`src/rtl/execute_stage_pkg.sv`:
```
// Shared definitions for the execute stage: opcode numbers, ALU operation codes, default widths.
// Latency: n/a (constants and pure decode functions only).
// Backpressure: n/a.
package execute_stage_pkg;

   localparam int EX_DATA_W     = 32;
   localparam int EX_REG_ADDR_W = 3;

   // Opcodes 0-4 are register-register, 5-8 register-immediate, 9 load, 10 store.
   localparam logic [4:0] OP_ADD  = 5'd0;
   localparam logic [4:0] OP_SUB  = 5'd1;
   localparam logic [4:0] OP_OR   = 5'd2;
   localparam logic [4:0] OP_NOR  = 5'd3;
   localparam logic [4:0] OP_AND  = 5'd4;
   localparam logic [4:0] OP_ADDI = 5'd5;
   localparam logic [4:0] OP_SUBI = 5'd6;
   localparam logic [4:0] OP_ORI  = 5'd7;
   localparam logic [4:0] OP_ANDI = 5'd8;
   localparam logic [4:0] OP_LW   = 5'd9;
   localparam logic [4:0] OP_SW   = 5'd10;

   typedef enum logic [2:0] {
      ALU_ADD = 3'b000,
      ALU_SUB = 3'b001,
      ALU_OR  = 3'b010,
      ALU_NOR = 3'b011,
      ALU_AND = 3'b100
   } alu_op_e;

   // Immediate forms, loads and stores take operand B from the immediate.
   function automatic logic uses_imm(input logic [4:0] op);
      return (op >= OP_ADDI) && (op <= OP_SW);
   endfunction

   // Everything up to and including the load writes a register; stores and unknown opcodes do not.
   function automatic logic writes_reg(input logic [4:0] op);
      return op <= OP_LW;
   endfunction

endpackage

```
`src/rtl/execute_stage_if.sv`:
```
// Bundle of ID/EX inputs, writeback bypass, pipeline control and EX/MEM outputs.
// Latency: n/a (wiring only).
// Backpressure: hold/flush travel with the bundle; the stage itself never stalls upstream.
interface execute_stage_if
   import execute_stage_pkg::*;
#(
   parameter int DATA_W     = EX_DATA_W,
   parameter int REG_ADDR_W = EX_REG_ADDR_W
);
   logic                  in_valid;
   logic [4:0]            Opcode;
   logic [2:0]            ALUOP;
   logic [DATA_W-1:0]     rs_val;
   logic [DATA_W-1:0]     rt_val;
   logic [DATA_W-1:0]     imm;
   logic [REG_ADDR_W-1:0] rd_addr;
   logic [REG_ADDR_W-1:0] rs_addr;
   logic [REG_ADDR_W-1:0] rt_addr;
   logic                  wb_reg_write;
   logic [REG_ADDR_W-1:0] wb_rd;
   logic [DATA_W-1:0]     wb_data;
   logic                  hold;
   logic                  flush;
   logic                  ex_valid;
   logic [DATA_W-1:0]     ex_result;
   logic [DATA_W-1:0]     ex_store_data;
   logic [REG_ADDR_W-1:0] ex_rd;
   logic                  ex_reg_write;
   logic                  ex_mem_read;
   logic                  ex_mem_write;
   logic                  ex_zero;

   modport master (
      output in_valid, Opcode, ALUOP, rs_val, rt_val, imm, rd_addr, rs_addr, rt_addr,
             wb_reg_write, wb_rd, wb_data, hold, flush,
      input  ex_valid, ex_result, ex_store_data, ex_rd, ex_reg_write, ex_mem_read,
             ex_mem_write, ex_zero
   );

   modport slave (
      input  in_valid, Opcode, ALUOP, rs_val, rt_val, imm, rd_addr, rs_addr, rt_addr,
             wb_reg_write, wb_rd, wb_data, hold, flush,
      output ex_valid, ex_result, ex_store_data, ex_rd, ex_reg_write, ex_mem_read,
             ex_mem_write, ex_zero
   );
endinterface

```
`src/rtl/execute_stage_alu_core.sv`:
```
// Combinational ALU: add, sub, or, nor, and; unused operation codes give zero.
// Latency: 0 cycles (pure combinational).
// Backpressure: none.
module alu_core
   import execute_stage_pkg::*;
#(
   parameter int DATA_W = EX_DATA_W
)(
   input  logic [2:0]        aluop,
   input  logic [DATA_W-1:0] a,
   input  logic [DATA_W-1:0] b,
   output logic [DATA_W-1:0] result
);

   // Select the operation; add/sub wrap and drop carry-out.
   always_comb begin
      result = '0;
      case (alu_op_e'(aluop))
         ALU_ADD: result = a + b;
         ALU_SUB: result = a - b;
         ALU_OR:  result = a | b;
         ALU_NOR: result = ~(a | b);
         ALU_AND: result = a & b;
         default: result = '0;
      endcase
   end

endmodule

```
`src/rtl/execute_stage.sv`:
```
// Execute stage: operand select (optional EX_FWD_EN bypass), ALU, and EX/MEM pipeline register.
// Latency: 1 cycle ID/EX -> ex_*; 1 instruction per cycle.
// Backpressure: hold freezes EX/MEM, flush inserts a bubble (flush wins); sync active-low reset beats both.
module execute_stage
   import execute_stage_pkg::*;
#(
   parameter int DATA_W     = EX_DATA_W,
   parameter int REG_ADDR_W = EX_REG_ADDR_W
)(
   input logic         clk,
   input logic         rst_n,
   execute_stage_if.slave bus
);

   logic [DATA_W-1:0] op_a;
   logic [DATA_W-1:0] rt_fwd;
   logic [DATA_W-1:0] op_b;
   logic [DATA_W-1:0] alu_res;

`ifdef EX_FWD_EN
   logic ex_fwd_ok;

   // A load's EX/MEM result is an address, not the loaded value, so it is never bypassed.
   assign ex_fwd_ok = bus.ex_valid & bus.ex_reg_write & ~bus.ex_mem_read;

   // Per-operand bypass: EX/MEM is newer than WB, WB newer than the register file read.
   always_comb begin
      op_a = bus.rs_val;
      if (ex_fwd_ok && (bus.ex_rd == bus.rs_addr) && (bus.rs_addr != '0))
         op_a = bus.ex_result;
      else if (bus.wb_reg_write && (bus.wb_rd == bus.rs_addr) && (bus.rs_addr != '0))
         op_a = bus.wb_data;

      rt_fwd = bus.rt_val;
      if (ex_fwd_ok && (bus.ex_rd == bus.rt_addr) && (bus.rt_addr != '0))
         rt_fwd = bus.ex_result;
      else if (bus.wb_reg_write && (bus.wb_rd == bus.rt_addr) && (bus.rt_addr != '0))
         rt_fwd = bus.wb_data;
   end
`else
   logic unused_fwd;

   assign op_a       = bus.rs_val;
   assign rt_fwd     = bus.rt_val;
   assign unused_fwd = ^{bus.rs_addr, bus.rt_addr, bus.wb_reg_write, bus.wb_rd, bus.wb_data};
`endif

   assign op_b = uses_imm(bus.Opcode) ? bus.imm : rt_fwd;

   alu_core #(.DATA_W(DATA_W)) u_alu (
      .aluop  (bus.ALUOP),
      .a      (op_a),
      .b      (op_b),
      .result (alu_res)
   );

   // EX/MEM register: reset > flush > hold > load (bubble when the slot is empty).
   always_ff @(posedge clk) begin
      if (!rst_n || bus.flush || (!bus.hold && !bus.in_valid)) begin
         bus.ex_valid      <= 1'b0;
         bus.ex_result     <= '0;
         bus.ex_store_data <= '0;
         bus.ex_rd         <= '0;
         bus.ex_reg_write  <= 1'b0;
         bus.ex_mem_read   <= 1'b0;
         bus.ex_mem_write  <= 1'b0;
         bus.ex_zero       <= 1'b0;
      end else if (!bus.hold) begin
         bus.ex_valid      <= 1'b1;
         bus.ex_result     <= alu_res;
         bus.ex_store_data <= rt_fwd;
         bus.ex_rd         <= bus.rd_addr;
         bus.ex_reg_write  <= writes_reg(bus.Opcode) && (bus.rd_addr != '0);
         bus.ex_mem_read   <= (bus.Opcode == OP_LW);
         bus.ex_mem_write  <= (bus.Opcode == OP_SW);
         bus.ex_zero       <= (alu_res == '0);
      end
   end

endmodule

```
`src/flat_wrapper.sv`:
```
// flat-port wrapper written by rule: the top's interface ports become plain ports
module execute_stage_flat import execute_stage_pkg::*;
#(
   parameter int DATA_W     = EX_DATA_W,
   parameter int REG_ADDR_W = EX_REG_ADDR_W
)
  (clk, rst_n, bus_in_valid, bus_Opcode, bus_ALUOP, bus_rs_val, bus_rt_val, bus_imm, bus_rd_addr, bus_rs_addr, bus_rt_addr, bus_wb_reg_write, bus_wb_rd, bus_wb_data, bus_hold, bus_flush, bus_ex_valid, bus_ex_result, bus_ex_store_data, bus_ex_rd, bus_ex_reg_write, bus_ex_mem_read, bus_ex_mem_write, bus_ex_zero);
  execute_stage_if #(.DATA_W(DATA_W), .REG_ADDR_W(REG_ADDR_W)) bus_i ();
  input logic clk;
  input logic rst_n;
  input wire logic [$bits(bus_i.in_valid)-1:0] bus_in_valid;
  input wire logic [$bits(bus_i.Opcode)-1:0] bus_Opcode;
  input wire logic [$bits(bus_i.ALUOP)-1:0] bus_ALUOP;
  input wire logic [$bits(bus_i.rs_val)-1:0] bus_rs_val;
  input wire logic [$bits(bus_i.rt_val)-1:0] bus_rt_val;
  input wire logic [$bits(bus_i.imm)-1:0] bus_imm;
  input wire logic [$bits(bus_i.rd_addr)-1:0] bus_rd_addr;
  input wire logic [$bits(bus_i.rs_addr)-1:0] bus_rs_addr;
  input wire logic [$bits(bus_i.rt_addr)-1:0] bus_rt_addr;
  input wire logic [$bits(bus_i.wb_reg_write)-1:0] bus_wb_reg_write;
  input wire logic [$bits(bus_i.wb_rd)-1:0] bus_wb_rd;
  input wire logic [$bits(bus_i.wb_data)-1:0] bus_wb_data;
  input wire logic [$bits(bus_i.hold)-1:0] bus_hold;
  input wire logic [$bits(bus_i.flush)-1:0] bus_flush;
  output wire logic [$bits(bus_i.ex_valid)-1:0] bus_ex_valid;
  output wire logic [$bits(bus_i.ex_result)-1:0] bus_ex_result;
  output wire logic [$bits(bus_i.ex_store_data)-1:0] bus_ex_store_data;
  output wire logic [$bits(bus_i.ex_rd)-1:0] bus_ex_rd;
  output wire logic [$bits(bus_i.ex_reg_write)-1:0] bus_ex_reg_write;
  output wire logic [$bits(bus_i.ex_mem_read)-1:0] bus_ex_mem_read;
  output wire logic [$bits(bus_i.ex_mem_write)-1:0] bus_ex_mem_write;
  output wire logic [$bits(bus_i.ex_zero)-1:0] bus_ex_zero;
  assign bus_i.in_valid = bus_in_valid;
  assign bus_i.Opcode = bus_Opcode;
  assign bus_i.ALUOP = bus_ALUOP;
  assign bus_i.rs_val = bus_rs_val;
  assign bus_i.rt_val = bus_rt_val;
  assign bus_i.imm = bus_imm;
  assign bus_i.rd_addr = bus_rd_addr;
  assign bus_i.rs_addr = bus_rs_addr;
  assign bus_i.rt_addr = bus_rt_addr;
  assign bus_i.wb_reg_write = bus_wb_reg_write;
  assign bus_i.wb_rd = bus_wb_rd;
  assign bus_i.wb_data = bus_wb_data;
  assign bus_i.hold = bus_hold;
  assign bus_i.flush = bus_flush;
  assign bus_ex_valid = bus_i.ex_valid;
  assign bus_ex_result = bus_i.ex_result;
  assign bus_ex_store_data = bus_i.ex_store_data;
  assign bus_ex_rd = bus_i.ex_rd;
  assign bus_ex_reg_write = bus_i.ex_reg_write;
  assign bus_ex_mem_read = bus_i.ex_mem_read;
  assign bus_ex_mem_write = bus_i.ex_mem_write;
  assign bus_ex_zero = bus_i.ex_zero;
  execute_stage #(.DATA_W(DATA_W), .REG_ADDR_W(REG_ADDR_W)) u_core (.clk(clk), .rst_n(rst_n), .bus(bus_i));
endmodule
```
`config.mk`:
```
export PLATFORM = sky130hd
export DESIGN_NAME = execute_stage_flat
export DESIGN_NICKNAME = d
export VERILOG_FILES = /design/src/rtl/execute_stage_pkg.sv /design/src/rtl/execute_stage_if.sv /design/src/rtl/execute_stage_alu_core.sv /design/src/rtl/execute_stage.sv /design/src/flat_wrapper.sv
export SDC_FILE = /design/constraint.sdc
export NUM_CORES = 1
export LEC_CHECK = 0
export CORE_ASPECT_RATIO = 0.75
export CORE_MARGIN = 2
export CORE_UTILIZATION = 30
export DETAILED_ROUTE_END_ITERATION = 6
export MAX_ROUTING_LAYER = met4
export SYNTH_ARGS = -nofsm -noshare
export SYNTH_HDL_FRONTEND = slang
export SYNTH_SLANG_ARGS = --single-unit
export TNS_END_PERCENT = 10
```
`constraint.sdc`:
```
create_clock -name clk -period 5.4 [get_ports clk]
set_clock_uncertainty 0.05 [all_clocks]
set_input_delay 1.08 -clock clk [delete_from_list [all_inputs] [get_ports clk]]
set_output_delay 1.08 -clock clk [all_outputs]
set_load 0.1 [all_outputs]
```
Word level (Yosys, flattened, before mapping) --
Index checks and enable logic that the tools add are counted.
Storage, ports and cells: bits in registers 72, output and inout port bits 72, logic and storage cells 35
Cells by class: $add $sub $neg 2, $lt $le $gt $ge 3, equality and inequality tests 6, multiplexer cells 2, bitwise gates (word level) 3, reduce and logical (&&, ||, !) cells 11
Operators with widths (number):
- 32-bit one-hot mux with 5 select lines | 1
- 32-bit adder | 1
- 32-bit AND | 1
- 32-bit zero test | 1
- 32-bit 2-to-1 mux | 1
- 32-bit inverter | 1
- 32-bit OR | 1
- 32-bit subtractor | 1
- 5-bit by 4-bit == test with 1-bit output, second input constant | 2
- 5-bit by 4-bit less-or-equal comparator with 1-bit output, second input constant | 2
- 3-bit by 2-bit == test with 1-bit output, second input constant | 2
- 5-bit by 3-bit >= comparator with 1-bit output, second input constant | 1
- 3-bit by 1-bit == test with 1-bit output, second input constant | 1
- 3-bit == test, second input constant | 1
- 1-bit logical AND | 3
- 1-bit zero test | 3
- 3-bit zero test | 1
- 3-bit nonzero test | 1
- 1-bit logical OR | 2

Depth between registers and ports, before layout --
Gate-level depths: netlist of the first run.
depth in word-level cells 7, gate-level depth with buffers 23, gate-level depth less buffers 21

Modules after synthesis --
From an unflattened synthesis of the first run, not the netlist that was laid out.
Unflattened totals: cells, all modules 815, area, all modules 6423.7 µm²
By module, submodules not included:
- alu_core | times used 1, cells an instance 524, area an instance 3390.8 µm²
- execute_stage | times used 1, cells an instance 291, area an instance 3032.9 µm²

Worst setup path before layout of the first run --
Ideal clock, no wire load.
path type input to register, start in bus_imm[3], end reg u_core.bus.ex_zero, data arrival time 5.368 ns, required time 5.258 ns, path slack -0.110 ns, stages 21, path buffers 0, cell sequence or4_4 or4_1 nor3_2 o211ai_2 nor2_1 nand2_1 nor2_1 a21oi_1 xor2_1 ha_1 nand2_1 nor3_1 o211ai_1 and2_1 a211oi_1 o21ai_1 and3_2 or3_2 nor4_2 nand4_1 o32ai_1
Between the ends: longest elaborated chain between the ends 5, elaborated cells between the ends (all ways) 8, classes of those cells add/sub: 2; mux: 2; bitwise: 3; reduce/logical: 1
RTL lines:
- start: declaration | line flat_wrapper.sv:16 | input wire logic [$bits(bus_i.imm)-1:0] bus_imm;
- 32-bit 2-to-1 mux * | line execute_stage.sv:48 | assign op_b = uses_imm(bus.Opcode) ? bus.imm : rt_fwd;
- parallel branches: the longest is 2 deep, another holds 32-bit subtractor
- 32-bit one-hot mux with 5 select lines * | line execute_stage_alu_core.sv:18 | case (alu_op_e'(aluop))
- 32-bit zero test * | line execute_stage.sv:76 | bus.ex_zero <= (alu_res == '0);
- end signal: assignment | line execute_stage.sv:76
- end: declaration | line execute_stage_if.sv:44 | ex_mem_write, ex_zero
Every way passes the cells marked *. A chain may end at the register's enable or synchronous reset.

Worst setup path after layout of the first run --
start in bus_imm[0], end reg u_core.bus.ex_zero
Same word-level chain as after synthesis.

==> reports/results.ini, run 1 <==
[detailed_routing]
drt_iter0_markers = 611
via_per_inst = 5.259
route.vias.total = 8624
wirelength_um = 30890
drc = 0
drt-pass1-iter-count = 5
ant_nets = 0
wl_per_cell_um = 18.83

[finish]
nets = 1522
final_area_um2 = 11510
area_growth_pct = 63.11
drive_above_1_share_pct = 27.20
fill_cells = 2262

[floorplan]
rows = 48
die_h_um = 136.8
dieArea_um2 = 24770
io_pins = 226
start_util_pct = 30.59
dieWidth_um = 181.1
core-area_um2 = 23060

[power]
p_leak_nw = 4.811
p_seq_share_pct = 22.1
power_w = 0.002510
p_int_w = 0.001547
switchingPower_w = 0.0009635
p_sw_share_pct = 38.38
clockPowerShare_pct = 23.6
irDropWorstVdd_uv = 153.7
combPwrFrac_pct = 54.3
powerDensity_nw_per_um2 = 218.1

[worst_setup_path]
crit_required_ps = 5590
start_kind = input pin
cp_data_arrival_time_ps = 5760
critPathMaxStageDelay_ps = 520
critical_path.top_delay_family = simple AND/OR/NAND/NOR gates
slowest_stage = or4_4
path_buf_inv = 3
path_class = input pin to register
crit_fanout = 4
cp-end-kind = register
path_cells = buf_6 > or4_4 > or4_4 > nor3_4 > o211ai_2 > nor2_4 > nand2_2 > nor2_2 > a21oi_1 > xor2_1 > ha_1 > nand2_1 > o211ai_1 > a22oi_1 > buf_4 > buf_4 > and2_1 > a211oi_2 > o21ai_1 > and3_2 > or3_4 > nor4_4 > nand4_1 > o32ai_1

[placed_design]
place_ws_ps = -997.7
gp_congestion = 0.9712
io_buffers = 183
dp_hpwl_um = 24740
dpl_cell_area_um2 = 10830

[yosys]
ys_ff_latch = 72
netlist_top_cells_area = dfxtp_1, mux2i_1, nor2_1
synth_ff_type = dfxtp_1
synth-edff-count = 0
yosysWarnings = 0
synthDistinctLibCells = 86
post-synth-top-area-cell = dfxtp_1
syn_nets = 1128
synthCells = 940
synth-seq-area-share_pct = 20.43
avgSynthCellArea_um2 = 7.506
synth.top_cell.area_share_pct = 20.43
synth.cell_area_um2 = 7056
async_flop_share_pct = 0

[clock_network]
cts_buffers = 9
clock_latency_ps = 330
root_buffer = clkbuf_16
hold_buffers = 0
htree_levels = 3
cts_tree = done
clk_pin_slew_ps = 60
clockBufferDepth = 2
clock-sinks = 72

[global_route]
grt_max_degree = 73
grt_antenna_before_repair = 1
grt_pass1_vias = 8526
grt_pass1_wl_um = 46930
gr-total-overflow = 0
grt_use_total_pct = 25.17

[sta]
period_share_pct = 103.1
rsz0062_at_grt = true
slew_headroom_pct = 24.34
slew_viol_final = 0
finalSetupViolations = 3
period_needed_ps = 5568
max_freq_ghz = 0.1796
worst_slack_ps = -167.9
holdWs_ps = 405.2
final_hold_viol_count = 0
tightest_slew_ps = 1131

[worst_hold_path]
hold_class = register to register

[status]
violations = setup timing
status = finished, violations left

[run]
drv_cap = 0

==> synthesized netlist by cell type (5+ instances only) <==
| cell | count |
|---|---|
| dfxtp_1 | 72 |
| nand2b_1 | 14 |
| or3_1 | 11 |
| o21ai_0 | 41 |
| nand4_1 | 10 |
| xor2_1 | 22 |
| a31oi_1 | 10 |
| nor3_1 | 25 |
| a221oi_1 | 5 |
| and3_1 | 7 |
| a21o_1 | 6 |
| o31ai_1 | 6 |
| buf_2 | 7 |
| mux2_2 | 7 |
| xnor2_1 | 43 |
| a21oi_1 | 75 |
| inv_1 | 23 |
| ha_1 | 33 |
| nor2_1 | 144 |
| nor2b_1 | 11 |
| or4_1 | 6 |
| clkbuf_1 | 30 |
| nand3_1 | 21 |
| o211ai_1 | 9 |
| o22ai_1 | 11 |
| o21ai_1 | 12 |
| nand2_1 | 78 |
| a211oi_1 | 13 |
| a32oi_1 | 8 |
| mux2i_1 | 66 |
| nor4_1 | 5 |
| a21boi_0 | 5 |
| and2_1 | 5 |
==> metrics by stage <==
step	cells	TNS [ps]	utilization [%]
final	1640	-273.9	49.90
after global routing	1639	-2134	49.89
after CTS	1634	-101.8	49.33
after detailed placement	1607	-11760	46.94
after global placement	1607	-10590	46.94
after floorplan	940	-16.43	-
==> flip-flops by register name, indices dropped and copies added (netlist names) <==
signal	count
u_core.bus.ex_mem_write	1
u_core.bus.ex_valid	1
u_core.bus.ex_result	32
u_core.bus.ex_reg_write	1
u_core.bus.ex_store_data	32
u_core.bus.ex_mem_read	1
u_core.bus.ex_zero	1
u_core.bus.ex_rd	3
==> path summary, 6_finish.rpt <==
path,end,startpoint,cells past startpoint,slack (ps)
worst max register to register,u_core.bus.ex_result[30],u_core.bus.ex_result[30],2,4640
worst max-delay path,u_core.bus.ex_zero,bus_imm[0],24,-170
worst min-delay path,u_core.bus.ex_valid,u_core.bus.ex_valid,2,410
worst min register to register,u_core.bus.ex_valid,u_core.bus.ex_valid,2,410
==> cell usage in the layout, fill, tap and decap left out, drive strengths merged, types with 6 or more instances in the layout <==
cell           count
or3               12
a31oi             10
nand4             10
mux2              10
o22ai             12
clkdlybuf4s50    170
o211ai            11
or4                7
a21o               6
a21boi             6
a211oi            15
and2               7
ha                33
nand2             78
and3               8
nand3             21
o31ai              6
o21ai             57
mux2i             67
dfxtp             72
nand2b            14
nor4               8
buf              255
clkbuf            12
dlygate4sd2        8
a21oi             79
nor2             145
xnor2             44
xor2              22
nor3              26
a32oi              8
nor2b             11
inv               23
==> worst reg2reg max path, stage by stage, from the launching register on <==
cell and delay, ps:
dfxtp_1 370, nor2_1 60, a211oi_1 200
==> cell type report <==
cell class,count,area (um2),area share (%)
antenna,2,5.005,0.04349
clock buffer,12,246.5,2.142
clock inverter,3,42.54,0.3696
inverter,24,90.09,0.7828
multi-input combinational,793,5598,48.64
sequential,72,1441,12.52
tap,300,375.4,3.262
timing repair buffer,434,3710,32.24
==> cells by family (layout without fill, tap and decap cells) <==
group | after synthesis | after routing | share of synthesized area, %
compound gates | 255 | 255 | 24.01
xor+xnor | 66 | 66 | 8.299
fa+ha+maj | 34 | 34 | 6.136
buf+inv | 75 | 473 | 5.320
flops | 72 | 72 | 20.43
mux | 77 | 77 | 11.26
other cells | 0 | 2 | 0
simple gates | 361 | 361 | 24.54
==> layer usage <==
metal  routed length [um]  track usage (%)  vias up  part of all wire [%]
met1                13660            32.23     4044                    44
li1                     -                -     4198                     -
met3                 2410            5.136       38                   7.8
met4                  575            5.781        0                   1.9
met2                14240            41.04      344                    46
met5                    0                -        -                     0
==> repair_timing <==
action | CTS | global route
gates resized for setup | 62 | 20
pin swaps | 34 | 16
buffers inserted | 12 | 4
endpoints found under the setup margin | 16 | 11
==> power by group through the flow <==
stage	logic, W	registers [W]	clock network (W)
after floorplan	0.000609	0.000673	0
after global placement	0.00127	0.000565	0
after detailed placement	0.00127	0.000566	0
after CTS	0.00132	0.000554	0.000602
after global routing	0.00146	0.000556	0.000630
final	0.00136	0.000554	0.000592
No activity file was read; power rests on OpenSTA's default activity.
==> run 2, diff against run 1 <==
--- a/config.mk
+++ b/config.mk
@@ -5,6 +5,7 @@
 export SDC_FILE = /design/constraint.sdc
 export NUM_CORES = 1
 export LEC_CHECK = 0
+export ABC_AREA = 0
 export CORE_ASPECT_RATIO = 0.75
 export CORE_MARGIN = 2
 export CORE_UTILIZATION = 30
@@ -12,5 +13,6 @@
 export MAX_ROUTING_LAYER = met4
 export SYNTH_ARGS = -nofsm -noshare
 export SYNTH_HDL_FRONTEND = slang
+export SYNTH_HIERARCHICAL = 1
 export SYNTH_SLANG_ARGS = --single-unit
 export TNS_END_PERCENT = 10
==> run 2 against run 1 <==
Against the previous run: the flow still finishes with violations (setup timing); largest cell class unchanged; register-to-register slack improved by 30 ps; combinational power down 6%; total power barely moved; largest power group unchanged; highest routed layer unchanged.
==> reports/results.ini, run 2 <==
[finish]
nets = 1364  ; -10%
reg_top3 = u_core/bus.ex_result x32, u_core/bus.ex_store_data x32, u_core/bus.ex_rd x3
layout_common_cells = buf_4, clkdlybuf4s50_1, nor2_1, dfxtp_1, mux2i_1
drive_above_1_share_pct = 28.39  ; +1.2 points
fin_cells = 1468  ; -10%
area_growth_pct = 66.24
diodes = 0  ; -2
final_common_cell = buf_4
fill_cells = 2062  ; -8.8%

[sta]
period_share_pct = 116.0  ; +13 points
final_hold_viol_count = 0  ; unchanged
worst_slack_ps = -863.5  ; -695.6 ps
slew_headroom_pct = 30.51  ; +6.2 points
period_needed_ps = 6263  ; +695.6 ps
rsz0062_at_grt = true
tightest_slew_ps = 1039  ; -91.61 ps
max_freq_ghz = 0.1597  ; -11%
tns_ps = -4415  ; -4141 ps
finalSetupViolations = 17  ; +14
slew_viol_final = 0  ; unchanged

[yosys]
async_flop_share_pct = 0  ; unchanged
ys_ff_latch = 72  ; unchanged
synth.cell_area_um2 = 6424  ; -9.0%
synth_ff_type = dfxtp_1
synth_most_common_cell = nor2_1
synth-seq-area-share_pct = 22.44  ; +2.0 points
post-synth-top-area-cell = dfxtp_1
synth-edff-count = 0  ; unchanged
avgSynthCellArea_um2 = 7.882  ; +5.0%
syn_nets = 1004  ; -11%
synth_common_cells = nor2_1, dfxtp_1, mux2i_1, a21oi_1, xor2_1
yosysWarnings = 6  ; +6
synthDistinctLibCells = 66  ; -23%
netlist_top_cells_area = dfxtp_1, mux2i_1, nor2_1
synth.top_cell.area_share_pct = 22.44  ; +2.0 points
synthCells = 815  ; -13%

[detailed_routing]
drt-pass1-iter-count = 5  ; unchanged
wirelength_um = 25910  ; -16%
wl_per_cell_um = 17.65  ; -6.3%
drc = 0  ; unchanged
via_per_inst = 5.092  ; -3.2%
drt_iter0_markers = 448  ; -27%
ant_nets = 0  ; unchanged
route.vias.total = 7475  ; -13%

[worst_setup_path]
cp_data_arrival_time_ps = 6490  ; +730 ps
cp-startpoint = bus_Opcode[2]
critPathMaxStageDelay_ps = 570  ; +50 ps
rr_startpoint = u_core/bus.ex_result[31]
slowest_stage = or4_4
cp-end-kind = register
crit_required_ps = 5630  ; +40 ps
path_class = input pin to register
start_kind = input pin
crit_fanout = 5  ; +1

[worst_hold_path]
holdCritStartpoint = u_core/bus.ex_valid
hold_class = register to register

[status]
status = finished, violations left
violations = setup timing

[placed_design]
gp_congestion = 0.9633  ; -0.81%
dp_hpwl_um = 20350  ; -18%
dp.cells = 1434  ; -11%
io_buffers = 183  ; unchanged

[clock_network]
root_buffer = clkbuf_16
clk_pin_slew_ps = 70  ; about the same
cts_buffers = 9  ; unchanged
clock_latency_ps = 340  ; about the same
hold_buffers = 0  ; unchanged
clockBufferDepth = 2  ; unchanged
clock-sinks = 72  ; unchanged
cts_tree = done
htree_levels = 3  ; unchanged

[global_route]
grt_antenna_before_repair = 0  ; -1
grt_pass1_vias = 7198  ; -16%
grt_max_degree = 73  ; unchanged
grt_util_met2_pct = 37.44  ; -3.6 points
grt-busiest-layer = met2
met1_usage_pct = 30.95  ; -1.3 points
grt_pass1_wl_um = 40080  ; -15%
gr-total-overflow = 0  ; unchanged
grt_use_total_pct = 23.24  ; -1.9 points
use_met3_pct = 4.601  ; -0.54 points

[floorplan]
rows = 46  ; -4.2%
io_pins = 226  ; unchanged
dieWidth_um = 173.0  ; -4.5%
dieArea_um2 = 22610  ; -8.7%
core-area_um2 = 21070  ; -8.7%
die_h_um = 130.7  ; -4.4%
start_util_pct = 30.49  ; -0.099 points

[power]
p_int_w = 0.001579  ; +2.1%
p_seq_share_pct = 22.0  ; about the same
powerDensity_nw_per_um2 = 235.1  ; +7.8%
combPwrFrac_pct = 50.9  ; -3.4 points
p_sw_share_pct = 37.13  ; -1.3 points
irDropWorstVdd_uv = 132.5  ; -14%
clockPowerShare_pct = 27.0  ; +3.4 points
p_leak_nw = 4.644  ; -3.5%
switchingPower_w = 0.0009322  ; -3.3%

[run]
drv_cap = 0  ; unchanged

run 2: cells by family after synthesis:
| group | after synthesis | share of synthesized area [%] |
|---|---|---|
| buffers and inverters | 70 | 4.714 |
| xor gates and xnor gates | 78 | 10.64 |
| and+or+nand+nor | 256 | 18.11 |
| muxes | 102 | 16.52 |
| AOI/OAI and AO/OA | 202 | 20.65 |
| DFF | 72 | 22.44 |
| adders and majority gates | 35 | 6.934 |
run 2: power groups by stage:
stage	clock [W]	sequential [W]	combinational [W]
after floorplan	0	0.000669	0.000554
after global placement	0	0.000564	0.00118
after detailed placement	0	0.000565	0.00118
after CTS	0.000695	0.000553	0.00125
after global routing	0.000716	0.000555	0.00138
final	0.000679	0.000553	0.00128
run 2: final timing paths:
check                                  end  slack (ps)  cells after the start
hold / removal         u_core/bus.ex_valid         410                      2
setup reg to reg  u_core/bus.ex_result[31]        4670                      2
hold reg to reg        u_core/bus.ex_valid         410                      2
setup / recovery        u_core/bus.ex_zero        -860                     29
run 2: metal layers:
metal / wire length, um / vias to the layer above
met5: 0 / -
met4: 229 / 0
met3: 1701 / 18
met2: 11770 / 274
met1: 12210 / 3498
li1: - / 3685
run 2: layout make-up:
type	instances	area, um2	area share [%]
clock buffers	10	239.0	2.238
multi-input cells	673	5001	46.83
inverters	23	86.33	0.8084
repair buffers	396	3461	32.41
well taps	288	360.3	3.374
clock inverters	6	90.09	0.8436
flip-flops and latches	72	1441	13.50
run 2: repair_timing:
action	CTS	global route
endpoints found under the setup margin	22	21
pin swaps	45	8
gates resized for setup	73	17
buffers inserted	18	1
hold endpoints to repair	0	0
run 2: metrics by stage:
stage | hold slack [ps] | utilization (%) | instance area, um2 | setup slack (ps) | total power, W
finish | 405.2 | 50.69 | 10680 | -863.5 | 0.002511
global route | 426.7 | 50.69 | 10680 | -1160 | 0.002646
CTS | 407.5 | 50.22 | 10580 | -844.5 | 0.002496
detailed placement | 394.1 | 47.05 | 9911 | -1909 | 0.001744
global placement | 389.6 | 47.05 | 9911 | -1819 | 0.001743
floorplan | 830.9 | - | 6465 | -906.1 | 0.001223
run 2: critical path: cells and delay by family:
kind	cells	cell delay, ps
adder cells (fa/ha/maj)	1	390
AND/OR/NAND/NOR	11	2180
AO/OA/AOI/OAI	9	1720
multiplexers	1	300
buffers and inverters	6	700
XOR/XNOR	1	120
==> run 3, diff against run 2 <==
--- a/config.mk
+++ b/config.mk
@@ -11,6 +11,7 @@
 export CORE_UTILIZATION = 30
 export DETAILED_ROUTE_END_ITERATION = 6
 export MAX_ROUTING_LAYER = met4
+export SLEW_MARGIN = 40
 export SYNTH_ARGS = -nofsm -noshare
 export SYNTH_HDL_FRONTEND = slang
 export SYNTH_HIERARCHICAL = 1
==> run 3 against run 2 <==
Against the previous run: first-iteration DRC count rose by 22%; wire length rose by 0.80%; highest routed layer unchanged; total power rose by 0.47%; the flow still finishes with violations (setup timing); die area did not move; largest power group unchanged.
==> reports/results.ini, run 3 (same netlist as run 2, synthesis figures left out) <==
[clock_network]
cts_tree = done
htree_levels = 3  ; unchanged
root_buffer = clkbuf_16
hold_buffers = 0  ; unchanged
clk_pin_slew_ps = 70  ; about the same
clockBufferDepth = 2  ; unchanged
clock-sinks = 72  ; unchanged
cts_buffers = 9  ; unchanged
clock_latency_ps = 330  ; about the same

[floorplan]
io_pins = 226  ; unchanged
die_h_um = 130.7  ; unchanged
core-area_um2 = 21070  ; unchanged
rows = 46  ; unchanged
start_util_pct = 30.49  ; unchanged
dieArea_um2 = 22610  ; unchanged
dieWidth_um = 173.0  ; unchanged

[global_route]
grt_use_total_pct = 23.15  ; -0.086 points
grt_max_degree = 73  ; unchanged
grt-busiest-layer = met2
grt_antenna_before_repair = 0  ; unchanged
grt_util_met2_pct = 36.78  ; -0.66 points
gr-total-overflow = 0  ; unchanged
use_met3_pct = 4.572  ; -0.029 points
grt_pass1_vias = 7227  ; +0.40%
grt_pass1_wl_um = 40050  ; about the same
met1_usage_pct = 30.79  ; -0.16 points

[sta]
final_hold_viol_count = 0  ; unchanged
holdWs_ps = 417.0  ; +11.78 ps
slew_headroom_pct = 41.73  ; +11 points
tns_ps = -5304  ; -888.9 ps
rsz0062_at_grt = true
slew_viol_final = 0  ; unchanged
tightest_slew_ps = 870.8  ; -168.2 ps
finalSetupViolations = 17  ; unchanged
worst_slack_ps = -908.7  ; -45.22 ps
period_share_pct = 116.8  ; +0.84 points
max_freq_ghz = 0.1585  ; -0.72%
period_needed_ps = 6309  ; +45.22 ps

[finish]
final_area_um2 = 10420  ; -2.4%
diodes = 0  ; unchanged
nets = 1367  ; +0.22%
reg_top3 = u_core/bus.ex_result x32, u_core/bus.ex_store_data x32, u_core/bus.ex_rd x3
area_growth_pct = 62.21
fin_cells = 1471  ; +0.20%
drive_above_1_share_pct = 35.16  ; +6.8 points
final_common_cell = buf_4
layout_common_cells = buf_4, nor2_1, clkdlybuf4s50_1, buf_2, dfxtp_1

[worst_setup_path]
path_class = input pin to register
crit_fanout = 4  ; -1
critPathMaxStageDelay_ps = 570  ; about the same
cp-end-kind = register
critical_path.top_delay_family = simple AND/OR/NAND/NOR gates
cp_data_arrival_time_ps = 6530  ; +40 ps
worstSetupPathDepth = 27  ; -6.9%
slowest_stage = or4_4
r2r_cells = 2  ; unchanged
start_kind = input pin
path_buf_inv = 4  ; -2
crit_required_ps = 5620  ; about the same
cpMostUsedCell = buf_6

[power]
irDropWorstVdd_uv = 156.6  ; +18%
powerDensity_nw_per_um2 = 242.1  ; +3.0%
p_int_w = 0.001575  ; -0.22%
combPwrFrac_pct = 51.1  ; +0.2 points
p_leak_nw = 4.826  ; +3.9%
switchingPower_w = 0.0009474  ; +1.6%
p_seq_share_pct = 21.9  ; about the same
power_w = 0.002523  ; +0.47%
p_sw_share_pct = 37.56  ; +0.43 points
clockPowerShare_pct = 27.0  ; about the same

[detailed_routing]
drc = 0  ; unchanged
wirelength_um = 26110  ; +0.80%
wl_per_cell_um = 17.75  ; +0.59%
drt-pass1-iter-count = 5  ; unchanged
via_per_inst = 5.125  ; +0.65%
ant_nets = 0  ; unchanged
route.vias.total = 7539  ; +0.86%
drt_iter0_markers = 548  ; +22%

[status]
violations = setup timing
status = finished, violations left

[placed_design]
gp_congestion = 0.9633  ; unchanged
dp.cells = 1434  ; unchanged
dp_hpwl_um = 20240  ; -0.54%
dpl_cell_area_um2 = 9550  ; -3.6%
io_buffers = 183  ; unchanged

[worst_hold_path]
hold_class = register to register
min_path_cells = 2  ; unchanged

[run]
drv_cap = 0  ; unchanged

run 3: worst min-delay path: cells and delay by family (launching register included):
| family | cells | cell delay (ps) |
|---|---|---|
| DFF | 1 | 320 |
| buffers and inverters | 1 | 50 |
| AOI/OAI and AO/OA | 1 | 50 |
run 3: timing repair:
| item | CTS | global route |
|---|---|---|
| pin swaps | 37 | 46 |
| gates cloned | 0 | 0 |
| setup buffers | 14 | 9 |
| setup endpoints to repair | 22 | 22 |
| gates resized for setup | 75 | 32 |
run 3: path summary, 6_finish.rpt:
check	from	endpoint	slack, ps
hold / removal	u_core/bus.ex_valid	u_core/bus.ex_valid	420
setup / recovery	bus_Opcode[1]	u_core/bus.ex_zero	-910
hold reg to reg	u_core/bus.ex_valid	u_core/bus.ex_valid	420
setup reg to reg	u_core/bus.ex_mem_write	u_core/bus.ex_mem_write	4670
run 3: metrics by stage:
| stage | setup WS (ps) | utilization [%] |
|---|---|---|
| 6_report | -908.7 | 49.47 |
| 5_1_grt | -1162 | 49.47 |
| 4_1_cts | -865.7 | 48.35 |
| 3_5_place_dp | -1902 | 45.34 |
| 3_3_place_gp | -1819 | 47.05 |
| 2_1_floorplan | -906.1 | - |
run 3: layout make-up:
type | count | area, um2
clock buffer | 10 | 239.0
clock inverter | 6 | 90.09
fill | 2086 | 10650
inverter | 23 | 86.33
multi-input combinational | 673 | 5070
sequential | 72 | 1441
tap | 288 | 360.3
timing repair buffer | 399 | 3133
run 3: metal layers:
| metal | vias up | part of all wire (%) |
|---|---|---|
| met4 | 0 | 1.3 |
| li1 | 3690 | - |
| met3 | 25 | 6.3 |
| met2 | 283 | 45 |
| met1 | 3541 | 47 |
| met5 | - | 0 |
run 3: power by group through the flow:
stage               Sequential, W  Combinational [W]  Clock (W)
floorplan                0.000669           0.000554          0
global placement         0.000564            0.00118          0
detailed placement       0.000564            0.00116          0
global route             0.000554            0.00138   0.000715
finish                   0.000553            0.00129   0.000681
CTS                      0.000553            0.00122   0.000694
